<file path="src/rtl/prog_sequencer.sv">
// Run controller for the 9-bit processor: owns the PC, the Start/Done handshake,
// jump qualification, memory-stall hold, halt/range-fault detection and benchmark counters.
module prog_sequencer #(
  parameter int         PC_W       = 10,
  parameter int         PROG_DEPTH = 1024,
  parameter logic [8:0] HALT_OP    = 9'b111111111
) (
  input  logic            Clk,
  input  logic            Reset,
  input  logic            Start,
  input  logic [8:0]      Instruction,
  input  logic            Jump,
  input  logic            BranchEn,
  input  logic [PC_W-1:0] Target,
  input  logic            MemStall,
  output logic [PC_W-1:0] ProgCtr,
  output logic            InstrValid,
  output logic            Done,
  output logic            Fault,
  output logic [15:0]     CycleCount,
  output logic [15:0]     InstrCount
);

  typedef enum logic [1:0] {
    S_IDLE  = 2'd0,
    S_RUN   = 2'd1,
    S_HALT  = 2'd2,
    S_FAULT = 2'd3
  } state_t;

  // One extra bit so a depth of 2**PC_W is representable in the range check.
  localparam logic [PC_W:0]   DEPTH_W = (PC_W+1)'(PROG_DEPTH);
  localparam logic [PC_W-1:0] LAST_PC = PC_W'(PROG_DEPTH - 1);

  state_t          state, state_nx;
  logic [PC_W-1:0] pc_nx;
  logic [15:0]     cyc_nx, ins_nx;
  logic            start_p1;
  logic            is_halt, taken, tgt_bad, at_end;

  function automatic logic [15:0] sat_inc(input logic [15:0] v);
    return (v == 16'hFFFF) ? v : v + 16'd1;
  endfunction

  always_comb begin
    is_halt = (Instruction == HALT_OP);
    taken   = Jump && BranchEn;
    tgt_bad = ({1'b0, Target} >= DEPTH_W);
    at_end  = (ProgCtr == LAST_PC);
  end

  assign InstrValid = (state == S_RUN) && !MemStall && !is_halt;

  always_comb begin
    state_nx = state;
    pc_nx    = ProgCtr;
    cyc_nx   = CycleCount;
    ins_nx   = InstrCount;
    if (Start) begin
      // Start is a restart from any state: everything returns to a clean IDLE.
      state_nx = S_IDLE;
      pc_nx    = '0;
      cyc_nx   = '0;
      ins_nx   = '0;
    end else begin
      unique case (state)
        S_IDLE: begin
          if (start_p1) state_nx = S_RUN;
        end
        S_RUN: begin
          cyc_nx = sat_inc(CycleCount);
          if (is_halt) begin
            state_nx = S_HALT;
          end else if (!MemStall) begin
            // A redirect that leaves the program space still commits, but the PC holds.
            ins_nx = sat_inc(InstrCount);
            if (taken) begin
              if (tgt_bad) state_nx = S_FAULT;
              else         pc_nx    = Target;
            end else begin
              if (at_end) state_nx = S_FAULT;
              else        pc_nx    = ProgCtr + 1'b1;
            end
          end
        end
        S_HALT:  state_nx = S_HALT;
        S_FAULT: state_nx = S_FAULT;
        default: state_nx = S_IDLE;
      endcase
    end
  end

  always_ff @(posedge Clk) begin
    if (Reset) begin
      state      <= S_IDLE;
      start_p1   <= 1'b0;
      ProgCtr    <= '0;
      CycleCount <= '0;
      InstrCount <= '0;
      Done       <= 1'b0;
      Fault      <= 1'b0;
    end else begin
      state      <= state_nx;
      start_p1   <= Start;
      ProgCtr    <= pc_nx;
      CycleCount <= cyc_nx;
      InstrCount <= ins_nx;
      Done       <= (state_nx == S_HALT) || (state_nx == S_FAULT);
      Fault      <= (state_nx == S_FAULT);
    end
  end

endmodule

</file>
<file path="config.mk">
export PLATFORM = sky130hd
export DESIGN_NAME = prog_sequencer
export DESIGN_NICKNAME = d
export VERILOG_FILES = /design/src/rtl/prog_sequencer.sv
export SDC_FILE = /design/constraint.sdc
export NUM_CORES = 1
export LEC_CHECK = 0
export BUFFER_PORTS_ARGS = -buffer_cell sky130_fd_sc_hd__buf_2
export CAP_MARGIN = 5
export CORE_UTILIZATION = 56
export CTS_CLUSTER_DIAMETER = 50
export DETAILED_ROUTE_END_ITERATION = 8
export GPL_ROUTABILITY_DRIVEN = 0
export GPL_TIMING_DRIVEN = 0
export PLACE_DENSITY = 0.84
export SETUP_SLACK_MARGIN = 0.05
export SYNTH_ARGS = -nofsm -noshare
export SYNTH_HDL_FRONTEND = slang
export SYNTH_SLANG_ARGS = --single-unit
</file>
<file path="constraint.sdc">
create_clock -name Clk -period 3.2 [get_ports Clk]
set_input_delay 0.16 -clock Clk [delete_from_list [all_inputs] [get_ports Clk]]
set_output_delay 0.16 -clock Clk [all_outputs]
set_load 0.02 [all_outputs]
</file>
; ---- Word level (Yosys, flattened, before mapping)
; Cells that the tools add are included.
; Widths: inputs -> output; s select.
[op_classes]
addsub = 3
mux = 9
reduce_logical = 11
n_bitwise = 4
n_eq_ne = 10
[op_table]
columns = op, count
row1 = $add 16x1->16 const B, 2
row2 = $eq 16x16->1 const B, 2
row3 = $mux 10, 2
row4 = $mux 2, 6
row5 = $add 10x1->10 const B, 1
row6 = $eq 10x10->1 const B, 1
row7 = $eq 9x9->1 const B, 1
row8 = $eq 2x2->1 const B, 4
row9 = $pmux 2 s4, 1
row10 = $reduce_and 4->1, 2
row11 = $not 1->1, 4
row12 = $logic_and 1x1->1, 3
row13 = $eq 2x1->1 const B, 1
row14 = $logic_not 1->1, 2
row15 = $logic_not 2->1, 1
row16 = $ne 2x2->1 const B, 1
row17 = $reduce_and 2->1, 1
row18 = $reduce_or 2->1, 1
row19 = $logic_or 1x1->1, 1
[word_totals]
ff_bits = 47
word_cells = 44
inputBits = 25
output_inout_bits = 45

; ---- Logic depth before layout (Yosys ltp)
[logic_depth]
depth_word = 9
depth_mapped = 6
depth_no_buf = 5

; ---- Worst setup path after synthesis
; Ideal clock, no wire load.
[synth_path]
path_type = register to register
startpoint = register ProgCtr[0]
endpoint = register ProgCtr[6]
n_path_buf = 1
required_ns = 3.142
setup_slack_ns = 1.234
arrival_ns = 1.908
setup_time_ns = 0.058
path_stages_with_launch = 7
period_less_slack_ns = 1.966
cell_sequence = dfxtp_1 ha_1 nand4_1 or3_1 clkbuf_1 a311oi_1 a31o_2
[synth_via]
elab_chain_len = 3
elab_cells_between_ends = 6
classes_between = add/sub: 1 / eq/ne: 2 / mux: 2 / reduce/logical: 1
[synth_rtl]
columns = element, line_no
row1 = start: declaration, 16  ; output logic [PC_W-1:0] ProgCtr,
row2 = start signal: assignment, 105  ; ProgCtr <= pc_nx;
row3 = $add 10x1->10 / $eq 10x10->1 (equally long branches), "82, 49"
row4 = $mux 10 / $ne 2x2->1 (equally long branches), -
row5 = $mux 10 / $reduce_and 4->1 (equally long branches), -
; Several ways; a longest one is shown, not always the timed one. The select of a mux whose other input is x is not followed.
; A chain may end at the register's enable or synchronous reset.

; ---- Worst setup path after layout
[layout_path]
startpoint = register state[0]
endpoint = output InstrValid
[layout_via]
elab_chain_len = 3
[layout_rtl]
columns = element, line_no
row1 = start: declaration, 35  ; state_t state, state_nx;
row2 = start signal: assignment, 103  ; state <= state_nx;
row3 = $eq 2x1->1, 52  ; assign InstrValid = (state == S_RUN) && !MemStall && !is_halt;
row4 = $logic_and 1x1->1 (2 in a row), 52
row5 = end: declaration, 17  ; output logic InstrValid,
; Every way passes these cells.

==> results.md <==
- Max-slew headroom: 0.446
- # clock sinks: 47
- Max Cap Viol: 0
- Post-Place Cells: 438
- CP required: 3.04 ns
- Yosys warns: 0
- Post-synth top area share: 0.361
- Syn Area/Cell: between 8 and 9 µm²
- Synthesis-stage register bit count: between 40 and 50
- Crit. End Element: output port
- Post-Syn Area: 2610 µm²
- Wire per inst: 15.8 µm
- Antenna cells: 0
- Initial Util: 0.591
- Max VDD drop: between 0.0002 and 0.0003 V
- Crit-path max FO: 10
- Synth area leaders: dfxtp_1, nand2_1, mux2i_1
- Cell count after synthesis: approximately 320
- Detailed Place HPWL: 4950 µm
- Final setup viols: 0
- Drt pass-1 iters: 5
- Crit Path Class: flop to output port
- H-tree depth: 2
- PortBufs: between 60 and 70
- Hold depth: 3
- Worst Skew: 0.00662 ns
- # hold bufs at CTS: 0
- First-pass GRT wire length: about 12,000 µm
- Vias per cell: between 6 and 7
- Setup TNS: 0 ns
- Most used DFF post-synth: dfxtp_1
- Status: complete, no violations
- Number of distinct library cells after synthesis: between 40 and 50
- Mapped Nets: ~350
- Clk root buf: clkbuf_8
- Final nets: approximately 420
- Area delta synth->final: 18.9%
- Largest net degree at the start of global routing: 14
- Min Hold Slack: approximately 0.13 ns
- Reg2reg setup slack: about 1.0 ns
- Non-filler cells, final: approximately 450
- Power Total: about 0.0010 W
- Worst R2R Path Depth: 6
- IO Pins: 70
- Number of enable flip-flop cells after synthesis: 0
- RSZ-0062 raised after global routing: no
- Post-CTS setup buffers: 0
- Die Area: just under 5000 µm²
- CTS tree: done
- DRC viols: 0
- Async set-reset flop share out of synthesis: 0
- Critical R2R Launch: InstrCount[0]
- Crit path DAT: about 2.0 ns
- Fin crit share: 0.687
- Clk_lat worst skew: approximately 0.31 ns
- Seq/Total Area, Yosys: 0.361
- Post-CTS sizing: 0
- Final Hold Vio Count: 0
- Die H: 70.2 µm
- Number of DRC markers in iteration 0: roughly 360
- Core ar.: approximately 4400 µm²
- Max Slew Vio Count: 0
- Cts bufs inserted: 5
- Leakage: around 1.2 nW
- Fillers: 374
- Critical path launch point type: flop
- Fin crit period: ~2.2 ns
- # rows: 24
- Routed via count: 2,923
- Hold path start: Target[0]
- Vias in the first global route: roughly 2.5k
- Maximum operating frequency: between 0.4 and 0.5 GHz
- Initial antenna violation count: 0
- Synth area leader: dfxtp_1
- Measured slew at the worst slew-check pin: a little over 0.8 ns
- Routed Antenna Nets: 0
- Die Wd: ~70 µm
- Routed wire length: ~7100 µm
- Clock Tree Buf Depth: 2
- Total grt overflow: 0
- Hold WC Path Type: input pin to flop
- Total global-route track usage: 0.296
- Reg2reg end: InstrCount[1]
- Worst Hold End: ProgCtr[0]
- Fraction of layout cells with a size suffix above 1: 0.218
- PD cells: roughly 330 nW/µm²
- Clock Pin Slew Worst Setup and Hold Paths: ~0.09 ns
[registers in the layout, indices dropped and copies added, names as in the netlist]
register,flops
state,2
InstrCount,16
Done,1
ProgCtr,10
start_p1,1
Fault,1
CycleCount,16
[critical path, stage by stage, from the launching register on]
cell and delay, ns:
dfxtp_1 0.43, or3b_1 0.41, a31o_1 0.23, clkinv_1 0.18, buf_2 0.27, buf_2 0.20
[kinds of logic (layout without fill, tap and decap cells)]
kind of cell    count (synthesis)  in the layout  synth area share
simple gates                  142            142             0.301
compound gates                 85             85             0.234
fa+ha+maj                       3              3            0.0144
buf+inv                        28            105            0.0441
flops                          47             47             0.361
mux                            12             12            0.0461
[placed cells by master, fill, tap and decap left out, types with 2 or more instances in the layout]
cell      count
nand2_1      39
a311oi_1      5
or4_1        12
o31ai_1       9
or3_1        14
o311ai_0      2
nand3_1      19
buf_2        71
a32o_1        5
clkbuf_1     18
nor4_1        5
mux2i_1      12
and3_1        4
o21ai_0       8
o41ai_1       8
and4_1        6
a41o_2        2
and2_1        5
inv_1         8
ha_1          3
clkbuf_8      5
nor2_1        6
nor2b_1       3
nor3_1        5
a31oi_1       6
dfxtp_1      47
a21oi_1      23
nand4_1      16
a211oi_1      6
[report_power, final]
group | internal [W] | switching [W]
logic | 0.0000269 | 0.0000462
clock network | 0.000154 | 0.000201
registers | 0.000586 | 0.00000192
total | 0.000767 | 0.000249
[Yosys cell counts, drive strengths merged, types with 7 or more instances]
cell type  instances
nor2               7
nand4             16
or4               12
o41ai              8
inv                8
and4               7
mux2i             12
o21ai              8
or3               14
clkbuf            16
o31ai              9
dfxtp             47
nand3             19
a21oi             23
nand2             39
[per-layer routing]
layer  share of wire  global-route usage
met5               0                   0
met4           0.014              0.0889
met2            0.45               0.463
met1            0.46               0.405
met3           0.076              0.0693
[through the flow]
step	instance area, µm²	setup WS (ns)	utilization
6_report	3100	1.00	0.702
5_1_grt	3100	0.791	0.702
4_1_cts	3100	1.04	0.702
3_5_place_dp	3020	1.09	0.684
3_3_place_gp	3020	1.05	0.684
2_1_floorplan	2610	1.23	-
[area by class of cell]
type / count / area [µm²] / area share
inverters: 9 / 33.8 / 0.0109
multi-input cells: 242 / 1550 / 0.501
flip-flops and latches: 47 / 941 / 0.304
well taps: 52 / 65.1 / 0.0210
repair buffers: 69 / 345 / 0.111
clock buffers: 7 / 76.3 / 0.0246
plain buffers: 19 / 81.3 / 0.0262
clock inverters: 1 / 5.00 / 0.00161
[worst max-delay path by stage]
| stage | slack, ns | to | cells after the start | startpoint |
|---|---|---|---|---|
| 3_3_place_gp | 1.05 | InstrCount[0] | 6 | InstrCount[0] |
| 4_1_cts | 1.04 | InstrValid | 5 | state[0] |
| 6_report | 1.00 | InstrValid | 5 | state[0] |
| 2_1_floorplan | 1.23 | ProgCtr[6] | 6 | ProgCtr[0] |
| 5_1_grt | 0.79 | InstrCount[1] | 6 | InstrCount[0] |
| 3_5_place_dp | 1.09 | InstrCount[0] | 6 | InstrCount[0] |
No activity file was read; power rests on OpenSTA's default activity.
